## src/rtl/booth_datapath.sv

```systemverilog
// booth_datapath: register and arithmetic half of the radix-2 Booth signed multiplier.
// Holds M, A (W+1 bits), Q and Q_m1, obeys the controller's per-register commands,
// hands the Booth pair {Q[0],Q_m1} back as Q_in, captures the 2W-bit product and
// raises a sticky flag whenever the controller asks for only half of a shift.
module booth_datapath #(
  parameter int W = 4
) (
  input  logic             clock,
  input  logic             reset,
  input  logic [W-1:0]     multiplicand,
  input  logic [W-1:0]     multiplier,
  input  logic [1:0]       Q_sig,
  input  logic [1:0]       A_sig,
  input  logic             M_sig,
  input  logic             adder_sig,
  input  logic             done_sig,
  output logic [1:0]       Q_in,
  output logic [2*W-1:0]   product,
  output logic             product_valid,
  output logic             protocol_err
);

  // Q register command encoding
  typedef enum logic [1:0] {
    Q_HOLD   = 2'b00,
    Q_SHIFT  = 2'b01,
    Q_LOAD   = 2'b10,
    Q_HOLD_B = 2'b11
  } q_cmd_t;

  // A register command encoding
  typedef enum logic [1:0] {
    A_HOLD  = 2'b00,
    A_SHIFT = 2'b01,
    A_CLEAR = 2'b10,
    A_SUM   = 2'b11
  } a_cmd_t;

  q_cmd_t q_cmd;
  a_cmd_t a_cmd;

  // A carries one extra sign bit so that subtracting M = -2^(W-1) cannot overflow
  logic [W:0]       a_reg;
  logic [W:0]       a_next;
  logic [W-1:0]     q_reg;
  logic [W-1:0]     q_next;
  logic             q_m1_reg;
  logic             q_m1_next;
  logic [W-1:0]     m_reg;
  logic [W-1:0]     m_next;
  logic [W:0]       m_ext;
  logic [W:0]       sum;
  logic [2*W-1:0]   product_reg;
  logic [2*W-1:0]   product_next;
  logic             valid_reg;
  logic             valid_next;
  logic             err_reg;
  logic             err_next;
  logic             q_shift;
  logic             a_shift;

  assign q_cmd   = q_cmd_t'(Q_sig);
  assign a_cmd   = a_cmd_t'(A_sig);
  assign q_shift = (q_cmd == Q_SHIFT);
  assign a_shift = (a_cmd == A_SHIFT);

  // Sign-extend M to the A width and form A+M or A-M; the carry out is simply dropped
  always_comb begin
    m_ext = {m_reg[W-1], m_reg};
    sum   = '0;
    if (adder_sig) begin
      sum = a_reg - m_ext;
    end else begin
      sum = a_reg + m_ext;
    end
  end

  // Next value of A: hold, arithmetic shift right, clear, or take the adder result
  always_comb begin
    a_next = a_reg;
    case (a_cmd)
      A_HOLD:  a_next = a_reg;
      A_SHIFT: a_next = {a_reg[W], a_reg[W:1]};
      A_CLEAR: a_next = '0;
      A_SUM:   a_next = sum;
      default: a_next = a_reg;
    endcase
  end

  // Next value of Q and Q_m1: the shift pulls A's old LSB into Q's MSB
  always_comb begin
    q_next    = q_reg;
    q_m1_next = q_m1_reg;
    case (q_cmd)
      Q_SHIFT: begin
        q_next    = {a_reg[0], q_reg[W-1:1]};
        q_m1_next = q_reg[0];
      end
      Q_LOAD: begin
        q_next    = multiplier;
        q_m1_next = 1'b0;
      end
      default: begin
        q_next    = q_reg;
        q_m1_next = q_m1_reg;
      end
    endcase
  end

  // Next value of M: load the multiplicand when asked, otherwise hold
  always_comb begin
    m_next = m_reg;
    if (M_sig) begin
      m_next = multiplicand;
    end
  end

  // Product capture and its valid flag; a new multiplier load invalidates but keeps the old value
  always_comb begin
    product_next = product_reg;
    valid_next   = valid_reg;
    if (done_sig) begin
      product_next = {a_reg[W-1:0], q_reg};
      valid_next   = 1'b1;
    end
    if (q_cmd == Q_LOAD) begin
      valid_next = 1'b0;
    end
  end

  // A shift must move A and Q together; either half alone latches the sticky error
  always_comb begin
    err_next = err_reg;
    if (q_shift != a_shift) begin
      err_next = 1'b1;
    end
  end

  // Arithmetic registers, cleared immediately by reset so no partial result survives
  always_ff @(posedge clock or posedge reset) begin
    if (reset) begin
      a_reg    <= '0;
      q_reg    <= '0;
      q_m1_reg <= 1'b0;
      m_reg    <= '0;
    end else begin
      a_reg    <= a_next;
      q_reg    <= q_next;
      q_m1_reg <= q_m1_next;
      m_reg    <= m_next;
    end
  end

  // Result and status registers
  always_ff @(posedge clock or posedge reset) begin
    if (reset) begin
      product_reg <= '0;
      valid_reg   <= 1'b0;
      err_reg     <= 1'b0;
    end else begin
      product_reg <= product_next;
      valid_reg   <= valid_next;
      err_reg     <= err_next;
    end
  end

  assign Q_in          = {q_reg[0], q_m1_reg};
  assign product       = product_reg;
  assign product_valid = valid_reg;
  assign protocol_err  = err_reg;

endmodule
```

## config.mk

```make
export PLATFORM = sky130hd
export DESIGN_NAME = booth_datapath
export DESIGN_NICKNAME = d
export VERILOG_FILES = /design/src/rtl/booth_datapath.sv
export SDC_FILE = /design/constraint.sdc
export NUM_CORES = 1
export LEC_CHECK = 0
export ABC_CLOCK_PERIOD_IN_PS = 2200
export CORE_ASPECT_RATIO = 1.1
export CORE_MARGIN = 4
export CORE_UTILIZATION = 44
export DETAILED_ROUTE_END_ITERATION = 10
export GPL_TIMING_DRIVEN = 0
export PLACE_DENSITY_LB_ADDON = 0.2
export SYNTH_ARGS = -nofsm -noshare
export SYNTH_HDL_FRONTEND = slang
export SYNTH_SLANG_ARGS = --single-unit
```

## constraint.sdc

```tcl
create_clock -name clock -period 2.2 [get_ports clock]
set_clock_uncertainty 0.15 [all_clocks]
set_input_delay 0.22 -clock clock [delete_from_list [all_inputs] [get_ports clock]]
set_output_delay 0.22 -clock clock [all_outputs]
set_load 0.05 [all_outputs]
```

==> results by group <==
Power
  – Leak Pwr: 0.000761 µW
  – Clk pwr share: 13.9%
  – Sw Ratio: 39.3%
  – Int Pwr: 1020 µW
  – Worst VDD drop: 0.615 mV
  – NetSw: 660 µW
  – Flop pwr share: 37.4%
  – Combinational fraction of design power: 48.7%
  – Pwr per Cell Area: 1000 nW/µm²

Synth
  – Mux share of post-synthesis cell area: 13.9%
  – Adder-cell area share of the yosys netlist: 8.57%
  – Post-synthesis instance total: 117
  – Synth top area cells: dfrtp_1 (48%), mux2_2 (11%), ha_1 (7.0%)
  – Area leader, netlist: dfrtp_1
  – Syn. warnings: 0
  – Syn_area_per_cell: 10.7 µm²
  – Largest family of logic cells by synthesized area: multiplexers
  – Syn_nets: 142
  – Synth Area in XOR/XNOR: 4.18%
  – Synthesized area: 1260 µm²
  – Sequential area share after synthesis: 47.8%
  – Post-synthesis compound-gate area fraction: 9.46%
  – Synth cell types: 25
  – Synth Area in Simple Gates: 9.86%
  – Synth Register Bits: 24
  – Top cell type's share of synthesized area: 47.8%

Placed design
  – GPL Wtd Cong: 0.789
  – Port Buffers: 26
  – Placed Cells: 176
  – DP Area: 1560 µm²
  – Hpwl dp: 1.71 mm
  – Pre-CTS WS: -0.275 ns

Setup path
  – CP arrival: 2.33 ns
  – Worst Path Class, Setup: flip-flop to flip-flop
  – Critical Path RT: 2.30 ns
  – Type of destination of the critical path: flip-flop
  – Crit Path Max Fanout: 2
  – Critical Path Source Type: flip-flop

STA
  – Period minus WS final: 2.23 ns
  – Max Slew Vio Count: 0
  – Setup violators final: 1
  – Worst Tran Pin Value: 0.893 ns
  – Final worst setup slack: -0.0297 ns
  – Final period util: 101%
  – Worst rel slew slack: 40.4%
  – Fmax: 448 MHz
  – Hold Vio Cnt, Final: 0
  – RSZ-0062 raised after global routing: yes

GRT
  – Overflow after GRT: 0
  – Largest net degree at the start of global routing: 25
  – First-pass GRT wire length: 3.81 mm
  – Vias in the first global route: 874
  – Initial antenna violation count: 0
  – GRT Overall Usage: 13.1%

Clock tree
  – Hold Buf Count CTS: 0
  – Latest clock arrival within the worst-skew pair: 0.31 ns
  – CTS root buffer: clkbuf_4
  – CTS clk-pin slew, worst paths: 0.13 ns
  – Clock sinks: 24
  – H-tree Lvls: 1
  – CTS max path bufs: 2
  – CTS tree: done
  – Num CTS Buffers: 3

Cells and area
  – Most frequent cells in the layout: clkdlybuf4s50_1 (26), dfrtp_1 (24), mux2_2 (11), nand2_1 (11)
  – Combined area of the multi-input logic cells: 628 µm²
  – Final net count: 178
  – Layout Cells excl Fill: 185
  – Cell area after layout: 1680 µm²
  – Layout area overhead: 33.9%
  – Fillers: 233
  – Commonest non-fill, non-tap cell in the layout: clkdlybuf4s50_1
  – Reg area: 601 µm²
  – Inserted Diodes: 0
  – Max reg flops: 8
  – Fraction of layout cells with a size suffix above 1: 23.7%

Run status
  – Violated checks: setup timing
  – Outcome: finished, violations left

Die
  – FP Rows: 20
  – Die ar.: 3770 µm²
  – Initial core utilization: 45.6%
  – DIE WIDTH: 58.9 µm
  – Core ar.: 2750 µm²
  – Die height: 64.0 µm
  – # IOs: 29

Min path
  – Worst Hold Class: input port to flip-flop

Job
  – Number of max-cap violations: 0

Detailed routing
  – Via density: 5.02
  – Residual DRC: 0
  – Detailed Route WL: 2.31 mm
  – DRT iter0 DRCs: 25
  – Final ANT Viol Nets: 0
  – Routed vias: 929
  – Drt pass-1 iters: 2
  – Average routed wire per standard cell: 12.5 µm
[synth_stat cells]
cell       n
fa_1       1
o21ai_0    7
mux2_2    12
nand4_1    1
clkbuf_1   2
a21oi_2    1
nor3_1     1
buf_4      3
nand2b_1   3
inv_1     10
a21oi_1    3
nor2b_1    2
a21o_1     1
dfrtp_1   24
or2_1      1
o21ai_2    1
ha_1       7
nand2_1   11
xor2_1     1
buf_2      2
o221ai_1   2
mux2i_1    4
a22o_1     3
xnor2_1    5
nor2_1     9
[power by group through the flow]
stage	registers, µW	clock network (µW)	logic (µW)
detailed placement	640	0	738
finish	629	233	820
global placement	633	0	725
floorplan	794	0	369
CTS	630	239	771
global route	644	257	886
[worst paths after layout]
check	slack (ns)	end	from	cells after the start
setup / recovery	-0.03	a_reg[4]$_DFFE_PP0P_	m_reg[0]$_DFFE_PP0P_	9
hold / removal	0.13	product_valid$_DFFE_PP0P_	done_sig	3
setup reg to reg	-0.03	a_reg[4]$_DFFE_PP0P_	m_reg[0]$_DFFE_PP0P_	9
hold reg to reg	0.36	protocol_err$_DFFE_PP0P_	protocol_err$_DFFE_PP0P_	1
max in group asynchronous	1.13	q_reg[0]$_DFFE_PP0P_	reset	2
min in group asynchronous	0.23	m_reg[1]$_DFFE_PP0P_	reset	2
[worst max-delay path: stages, from the launching register on]
cell	delay (ns)
dfrtp_1	0.42
inv_2	0.09
ha_4	0.20
mux2_4	0.28
fa_2	0.37
nand2b_4	0.16
a21oi_4	0.14
xnor2_2	0.14
nand4_1	0.13
o221ai_2	0.08
[cells by family after synthesis]
| kind of cell | Yosys count |
|---|---|
| AOI/OAI and AO/OA | 18 |
| xor gates and xnor gates | 6 |
| adders and majority gates | 8 |
| buffers and inverters | 17 |
| DFF | 24 |
| muxes | 16 |
| and+or+nand+nor | 28 |
[metal layers]
metal | global-route usage, % | wire length [µm] | vias up
li1 | - | - | 459
met1 | 16.8 | 963 | 451
met2 | 21.5 | 1200 | 15
met3 | 1.82 | 105 | 4
met4 | 5.95 | 46 | 0
met5 | 0 | 0 | -
[final cells by class]
class / instances / share of cell area (%)
flip-flops and latches: 24 / 35.7
plain buffers: 7 / 2.38
inverters: 10 / 2.23
multi-input cells: 76 / 37.4
repair buffers: 31 / 17.7
clock buffers: 4 / 2.16
well taps: 33 / 2.46
[through the flow]
step / util (%) / TNS [ns] / total power [µW] / hold WS, ns
5_1_grt: 61.1 / -0.176 / 1790 / 0.119
4_1_cts: 59.4 / -0.0388 / 1640 / 0.118
3_3_place_gp: 56.6 / -0.603 / 1360 / 0.304
2_1_floorplan: - / 0 / 1160 / 0.0846
6_report: 61.1 / -0.0297 / 1680 / 0.127
3_5_place_dp: 56.6 / -0.592 / 1380 / 0.335
[what timing repair did]
item | CTS | global route
resized for setup | 6 | 4
endpoints found under the hold margin | 0 | 0
buffers inserted | 2 | 3
setup endpoints to repair | 2 | 3
pin swaps | 5 | 5
No activity file was read; power rests on OpenSTA's default activity.
